$ cat src/rtl/rv32_pkg.sv
`default_nettype none
// +----------------------------------------------------------------------------+
// | Module   : rv32_pkg                                                        |
// | Brief    : Shared encodings for the rv32i MEM/WB stage                     |
// | Revision : 1.0                                                             |
// +----------------------------------------------------------------------------+
package rv32_pkg;

    localparam logic [1:0] WB_ALU = 2'b00;
    localparam logic [1:0] WB_MEM = 2'b01;
    localparam logic [1:0] WB_PC4 = 2'b10;

    localparam logic [2:0] F3_LB  = 3'b000;
    localparam logic [2:0] F3_LH  = 3'b001;
    localparam logic [2:0] F3_LW  = 3'b010;
    localparam logic [2:0] F3_LBU = 3'b100;
    localparam logic [2:0] F3_LHU = 3'b101;

    typedef enum logic [0:0] {
        MWB_IDLE      = 1'b0,
        MWB_WAIT_LOAD = 1'b1
    } mwb_state_t;

endpackage
`default_nettype wire

$ cat src/rtl/load_align_unit.sv
`default_nettype none
// +----------------------------------------------------------------------------+
// | Module   : load_align_unit                                                 |
// | Brief    : Lane select and sign/zero extension of word-aligned load data.  |
// |            Misalign flag present when MEM_WB_MISALIGN_CHECK_EN is defined. |
// | Revision : 1.0                                                             |
// +----------------------------------------------------------------------------+
module load_align_unit
    import rv32_pkg::*;
#(
    parameter int XLEN = 32
) (
    input  logic [XLEN-1:0] dmem_rdata,
    input  logic [1:0]      addr,
    input  logic [2:0]      funct3,
`ifdef MEM_WB_MISALIGN_CHECK_EN
    output logic            misalign,
`endif
    output logic [XLEN-1:0] aligned_data
);

    logic [7:0]  w_byte;
    logic [15:0] w_half;

    always_comb begin
        case (addr)
            2'd0:    w_byte = dmem_rdata[7:0];
            2'd1:    w_byte = dmem_rdata[15:8];
            2'd2:    w_byte = dmem_rdata[23:16];
            default: w_byte = dmem_rdata[31:24];
        endcase
        // Half lane ignores addr[0]; misaligned halves are flagged, not fixed up
        w_half = addr[1] ? dmem_rdata[31:16] : dmem_rdata[15:0];
    end

    always_comb begin
        case (funct3)
            F3_LB:   aligned_data = {{(XLEN-8){w_byte[7]}}, w_byte};
            F3_LH:   aligned_data = {{(XLEN-16){w_half[15]}}, w_half};
            F3_LBU:  aligned_data = {{(XLEN-8){1'b0}}, w_byte};
            F3_LHU:  aligned_data = {{(XLEN-16){1'b0}}, w_half};
            default: aligned_data = dmem_rdata;
        endcase
    end

`ifdef MEM_WB_MISALIGN_CHECK_EN
    always_comb begin
        case (funct3)
            F3_LB, F3_LBU: misalign = 1'b0;
            F3_LH, F3_LHU: misalign = addr[0];
            default:       misalign = (addr != 2'b00);
        endcase
    end
`endif

endmodule
`default_nettype wire

$ cat src/rtl/mem_wb_stage.sv
`default_nettype none
// +----------------------------------------------------------------------------+
// | Module   : mem_wb_stage                                                    |
// | Brief    : rv32i MEM/WB pipeline register with load-wait FSM and           |
// |            write-back select. Optional MEM_WB_MISALIGN_CHECK_EN.           |
// | Revision : 1.0                                                             |
// +----------------------------------------------------------------------------+
module mem_wb_stage
    import rv32_pkg::*;
#(
    parameter int XLEN = 32
) (
    input  logic            clk,
    input  logic            rst_n,
    input  logic            EX_MEM_valid,
    input  logic            EX_MEM_RegWrite,
    input  logic            EX_MEM_MemRead,
    input  logic [1:0]      EX_MEM_WbSel,
    input  logic [2:0]      EX_MEM_Funct3,
    input  logic [4:0]      EX_MEM_RegisterRd,
    input  logic [XLEN-1:0] EX_MEM_ALUResult,
    input  logic [XLEN-1:0] EX_MEM_PCPlus4,
    input  logic            flush,
    input  logic            dmem_rsp_valid,
    input  logic [XLEN-1:0] dmem_rdata,
    output logic            mem_stall,
    output logic            MEM_WB_valid,
    output logic            MEM_WB_RegWrite,
    output logic [4:0]      MEM_WB_RegisterRd,
    output logic [XLEN-1:0] MEM_WB_WriteData,
    output logic            misalign_err
);

    mwb_state_t      r_state;
    mwb_state_t      w_next_state;
    logic            r_drop;
    logic            w_drop_next;
    logic            w_capture;
    logic            w_bad_load;
    logic [XLEN-1:0] w_load_data;
    logic [XLEN-1:0] w_wb_data;

`ifdef MEM_WB_MISALIGN_CHECK_EN
    logic w_misalign;
    logic r_misalign_err;

    load_align_unit #(.XLEN(XLEN)) u_align (
        .dmem_rdata   (dmem_rdata),
        .addr         (EX_MEM_ALUResult[1:0]),
        .funct3       (EX_MEM_Funct3),
        .misalign     (w_misalign),
        .aligned_data (w_load_data)
    );

    assign w_bad_load   = EX_MEM_MemRead && w_misalign;
    assign misalign_err = r_misalign_err;

    always_ff @(posedge clk or negedge rst_n) begin
        if (!rst_n) begin
            r_misalign_err <= 1'b0;
        end else if (w_capture && w_bad_load) begin
            r_misalign_err <= 1'b1;
        end
    end
`else
    load_align_unit #(.XLEN(XLEN)) u_align (
        .dmem_rdata   (dmem_rdata),
        .addr         (EX_MEM_ALUResult[1:0]),
        .funct3       (EX_MEM_Funct3),
        .aligned_data (w_load_data)
    );

    assign w_bad_load   = 1'b0;
    assign misalign_err = 1'b0;
`endif

    always_comb begin
        case (EX_MEM_WbSel)
            WB_MEM:  w_wb_data = w_load_data;
            WB_PC4:  w_wb_data = EX_MEM_PCPlus4;
            default: w_wb_data = EX_MEM_ALUResult;
        endcase
    end

    // w_capture: the current instruction is written into MEM/WB this edge
    always_comb begin
        w_next_state = r_state;
        w_drop_next  = r_drop;
        w_capture    = 1'b0;
        mem_stall    = 1'b0;
        case (r_state)
            MWB_IDLE: begin
                if (EX_MEM_valid && !flush) begin
                    if (EX_MEM_MemRead && !dmem_rsp_valid) begin
                        mem_stall    = 1'b1;
                        w_next_state = MWB_WAIT_LOAD;
                    end else begin
                        w_capture = 1'b1;
                    end
                end
            end
            MWB_WAIT_LOAD: begin
                if (dmem_rsp_valid) begin
                    w_next_state = MWB_IDLE;
                    w_capture    = !(r_drop || flush);
                    w_drop_next  = 1'b0;
                end else begin
                    mem_stall = 1'b1;
                    if (flush) begin
                        w_drop_next = 1'b1;
                    end
                end
            end
            default: begin
                w_next_state = MWB_IDLE;
                w_drop_next  = 1'b0;
            end
        endcase
        // Upstream is also in reset; never hold it frozen
        if (!rst_n) begin
            mem_stall = 1'b0;
        end
    end

    always_ff @(posedge clk or negedge rst_n) begin
        if (!rst_n) begin
            r_state <= MWB_IDLE;
            r_drop  <= 1'b0;
        end else begin
            r_state <= w_next_state;
            r_drop  <= w_drop_next;
        end
    end

    always_ff @(posedge clk or negedge rst_n) begin
        if (!rst_n) begin
            MEM_WB_valid      <= 1'b0;
            MEM_WB_RegWrite   <= 1'b0;
            MEM_WB_RegisterRd <= 5'd0;
            MEM_WB_WriteData  <= '0;
        end else if (w_capture) begin
            MEM_WB_valid      <= 1'b1;
            MEM_WB_RegWrite   <= EX_MEM_RegWrite && (EX_MEM_RegisterRd != 5'd0) && !w_bad_load;
            MEM_WB_RegisterRd <= EX_MEM_RegisterRd;
            MEM_WB_WriteData  <= w_wb_data;
        end else begin
            MEM_WB_valid      <= 1'b0;
            MEM_WB_RegWrite   <= 1'b0;
            MEM_WB_RegisterRd <= 5'd0;
            MEM_WB_WriteData  <= '0;
        end
    end

endmodule
`default_nettype wire

$ cat config.mk
export PLATFORM = sky130hd
export DESIGN_NAME = mem_wb_stage
export DESIGN_NICKNAME = d
export VERILOG_FILES = /design/src/rtl/rv32_pkg.sv /design/src/rtl/load_align_unit.sv /design/src/rtl/mem_wb_stage.sv
export SDC_FILE = /design/constraint.sdc
export NUM_CORES = 1
export LEC_CHECK = 0
export BUFFER_PORTS_ARGS = -buffer_cell sky130_fd_sc_hd__buf_2
export CAP_MARGIN = 5
export CORE_ASPECT_RATIO = 0.75
export CORE_MARGIN = 10
export CORE_UTILIZATION = 25
export CTS_CLUSTER_DIAMETER = 120
export DETAILED_ROUTE_END_ITERATION = 8
export PLACE_DENSITY = 0.6
export SLEW_MARGIN = 20
export SYNTH_ARGS = -nofsm -noshare
export SYNTH_HDL_FRONTEND = slang
export SYNTH_SLANG_ARGS = --single-unit
$ cat constraint.sdc
create_clock -name clk -period 1.4 [get_ports clk]
set_input_delay 0.07 -clock clk [delete_from_list [all_inputs] [get_ports clk]]
set_output_delay 0.07 -clock clk [all_outputs]
set_load 0.005 [all_outputs]
# Word-level counts from Yosys, hierarchy flattened
# Cells that the tools add are included.
# classes
n_reduce_logical,12
n_bitwise,1
eq_ne,7
mux,19
# op_table
operator,n
$pmux 32 s4,1
$pmux 32 s2,1
$mux 32,1
$pmux 8 s3,1
$mux 16,1
$mux 1,11
$eq 3x3->1 const B,2
$mux 5,1
$reduce_bool 5->1,1
$eq 2x1->1 const B,2
$eq 2x2->1 const B,2
$pmux 1 s2,2
$eq 3x1->1 const B,1
$logic_and 1x1->1,3
$logic_not 1->1,3
$logic_not 3->1,1
$logic_not 2->1,1
$reduce_and 2->1,1
$reduce_bool 2->1,1
$logic_or 1x1->1,1
$not 1->1,1
# word_totals
word_cells,45
output_inout_bits,41
register_bits,41
input_bits,113

# Logic depth before layout (Yosys ltp)
# depth
ltp_word,6
mapped_depth,7
ltp_nobuf,6

# By module
# A second synthesis with hierarchy kept.
# unflattened
hier_cells,313
area_unflattened_um2,2745.1
# by_module_without_submodules
mod,area_each_um2,seq_area_each_um2,n_inst,cells_each
mem_wb_stage,2021.9,1026.0,1,182
load_align_unit,723.2,0.0,1,131

# Least setup slack after synthesis
# Ideal clock, no wire load.
# synth_path
kind,reg2reg
from,register r_state
to,register MEM_WB_WriteData[23]
stages_incl_launch_ff,5
arrival_ns,1.461
path_buffers,1
setup_ns,0.094
synth_period_minus_slack_ns,1.555
required_ns,1.306
setup_slack_ns,-0.155
path_cell_list,dfrtp_1 o32ai_1 clkbuf_1 o2111ai_1 a211oi_1
# synth_between
elab_chain_cells,3
# synth_lines
element,line_no,rtl
from (decl),mem_wb_stage.sv:34,mwb_state_t r_state;
from (signal assigned),mem_wb_stage.sv:130,r_state <= w_next_state;
$not 1->1,--,
$pmux 1 s2 (*),mem_wb_stage.sv:91,case (r_state)
$mux 32 (*),mem_wb_stage.sv:141,end else if (w_capture) begin
to (signal assigned),mem_wb_stage.sv:145,MEM_WB_WriteData <= w_wb_data;
to (decl),mem_wb_stage.sv:30,"output logic [XLEN-1:0] MEM_WB_WriteData,"
# Every way passes the cells marked *; elsewhere a longest branch is shown, timed or not.
# A chain may end at the register's enable or synchronous reset.

# Worst setup path in the final report
# Same ends and word-level chain as after synthesis.

==> results.cfg <==
[synthesis]
syn_area_per_cell_um2 = 8.972
ys_ff_latch = 41
synth_top_area_share_pct = 36.19
syn_area_um2 = 2835
synth_cell_type_count = 41
synth_edf_count = 0
synthFlopType = dfrtp_1
synthArstFlopShare_pct = 100.0
ys_top_cells_by_area = dfrtp_1 (36%), a221oi_1 (6.5%), a221oi_2 (5.3%)
ys_warn_count = 0
synth-seq-area-share_pct = 36.19
synth_fp_nets = 431
syn_inst = 316
synth_top_area_cell = dfrtp_1

[timing]
setup_viol = 9
timing.fmax_mhz = 698.7
finalCritPeriodShare_pct = 102.2
period_needed_ps = 1431
slew_viol_final = 0
final_hold_viol_count = 0
skew_ps = 5.652
setup_ws_ps = -31.13
rsz0062_at_grt = true

[global_routing]
track_usage_pct = 14.92
grt_overflow = 0
grt_start_max_net_pins = 37
grt_pass1_vias = 3472
antenna_found_initial = 2
grt_pass1_wl_um = 19060

[cts]
cts_made_buffers = 5
clock_latency_ps = 280
path_clk_slew_ps = 70
cts_sinks = 41
cts_root_buf = clkbuf_16
clk_path_buf_depth = 2
htree_levels = 2
cts_tree = done

[drt]
highest_layer = met4
drt-met1-wl_um = 5539
dr.pass1.iters = 4
vias_per_cell = 5.196
routed-wl-met2_um = 5869
dr_wl_met3_um = 1127
antenna_left = 0
post_drt_wl_per_cell_um = 20.39
vias = 3237
drc_errors = 0
wl_um = 12700
drt_iter0_drc = 149

[cells_and_area]
final_util_pct = 39.70
syn2layout_area_growth_pct = 54.37
post-route-cell-area_um2 = 4377
fillers = 1136
drive_above_1_share_pct = 52.50
fin_nets = 594

[hold_path]
min_path_type = in -> reg

[place]
gp_congestion = 0.8809
portBuffers = 152
hpwlAfterDp_um = 10310
dpl_cell_area_um2 = 3959

[power_and_ir_drop]
peakVddDrop_mv = 0.5370
p_per_area_nw_per_um2 = 824.0
internal_power_mw = 2.502
leakage_nw = 2.126
power_frac_seq_pct = 35.4
power.switching_mw = 1.105
swShare_pct = 30.63
p_comb_share_pct = 30.5
clock_power_share_pct = 34.2

[floorplanning]
dieWidth_um = 143.0
die_area_um2 = 16040
coreArea_um2 = 11020
die-height_um = 112.2
start_util_pct = 25.72
io_pins = 154
rows = 33

[setup_path]
rrSetupSlack_ps = -30
critPathRequiredTime_ps = 1580
crit_type = reg -> reg
cpPeakStageDelay_ps = 420
critPathArrivalTime_ps = 1610
path_max_fanout = 6
end_kind = flip-flop
start_kind = flip-flop
slowest_stage = dfrtp_1
worstPathCellList = o32ai_4 > buf_6 > o2111ai_2 > a211oi_2

[outcome]
status = complete, but fails checks
violations = negative setup slack

[run]
drv_cap = 0
timing repair:
| item | 4_1_cts | 5_1_grt |
|---|---|---|
| resized for setup | 10 | 27 |
| buffers inserted | 0 | 2 |
| hold buffers | 2 | 0 |
| setup endpoints to repair | 24 | 28 |
| pin swaps | 2 | 4 |
| hold endpoints to repair | 43 | 0 |
through the flow:
| step | cells | hold slack, ps | setup TNS [ps] | setup WS (ps) | power, mW |
|---|---|---|---|---|---|
| floorplan | 316 | -225.6 | -1043 | -59.78 | 1.781 |
| global placement | 608 | 92.30 | -1262 | -96.68 | 2.258 |
| detailed placement | 608 | 91.90 | -1722 | -126.2 | 2.282 |
| CTS | 618 | 35.02 | -61.60 | -45.93 | 3.571 |
| global route | 621 | 41.38 | -2039 | -122.7 | 3.819 |
| finish | 623 | 41.01 | -132.3 | -31.13 | 3.606 |
layout make-up:
type                       count  area (um2)  area share (%)
antenna                        3       7.507          0.1715
clock buffer                   7       152.6           3.488
clock inverter                 1       5.005          0.1144
inverter                      15       56.30           1.286
multi-input combinational    227        1815           41.48
sequential                    41        1026           23.44
tap                          140       175.2           4.002
timing repair buffer         189        1139           26.01
final timing paths:
check / from / endpoint / cells after the start
min in group asynchronous: rst_n / MEM_WB_WriteData[18] / 3
worst min-delay path: EX_MEM_ALUResult[3] / MEM_WB_WriteData[3] / 3
worst max-delay path: r_state / MEM_WB_WriteData[23] / 4
worst min register to register: r_drop / r_drop / 2
max in group asynchronous: rst_n / MEM_WB_RegisterRd[1] / 3
worst max register to register: r_state / MEM_WB_WriteData[23] / 4
logic make-up after synthesis:
group	after synthesis	synth area share [%]
other	1	0.1323
adder cells (fa/ha/maj)	2	0.8825
multiplexers	15	6.134
flip-flops	41	36.19
buffers and inverters	48	7.766
AND/OR/NAND/NOR	80	15.09
AO/OA/AOI/OAI	129	33.80
cells in the mapped netlist, drive strengths merged, types with 5 or more instances:
cell	count
a221oi	31
nand2b	23
o21ai	24
buf	10
a211oi	16
mux2	9
inv	15
a21boi	7
nand2	21
and3	5
nor2	8
dfrtp	41
clkbuf	23
a21oi	25
mux2i	5
a21o	10
nand3	13
power groups by stage:
stage | sequential, mW | clock, mW | combinational, mW
6_report | 1.27 | 1.23 | 1.10
5_1_grt | 1.28 | 1.33 | 1.21
4_1_cts | 1.27 | 1.27 | 1.02
3_5_place_dp | 1.29 | 0 | 0.989
3_3_place_gp | 1.29 | 0 | 0.968
2_1_floorplan | 1.30 | 0 | 0.483
cells in the final DEF, fill, tap and decap left out, types with 3 or more instances in the layout:
cell	count
clkbuf_16	5
mux2i_1	5
nand3_1	13
o221ai_1	3
diode_2	3
o21ai_0	24
nand2_1	20
and3_1	5
a21boi_0	7
nor2_1	8
buf_12	7
a21oi_1	24
nand2b_1	22
inv_1	15
a211oi_2	14
mux2_2	9
nand3b_1	4
buf_4	26
a211o_1	3
a221oi_2	22
buf_2	152
a21o_1	10
a221oi_1	8
dfrtp_1	41
critical path: cells and delay by family (launching register included):
family          cells  cell delay (ps)
compound gates      3              720
buf+inv             1              190
flops               1              420
routing by layer:
layer / up-vias / GRT usage [%]
met4: 0 / 2.469
met5: - / 0
met2: 154 / 24.09
met3: 15 / 4.718
li1: 1507 / -
met1: 1561 / 19.32
sequential cells by signal, summed over array words and instances, names as in the netlist:
name	cells
MEM_WB_RegWrite	1
MEM_WB_valid	1
MEM_WB_RegisterRd	5
r_state	1
MEM_WB_WriteData	32
r_drop	1
Note: power is estimated with default switching activity, not from simulation.
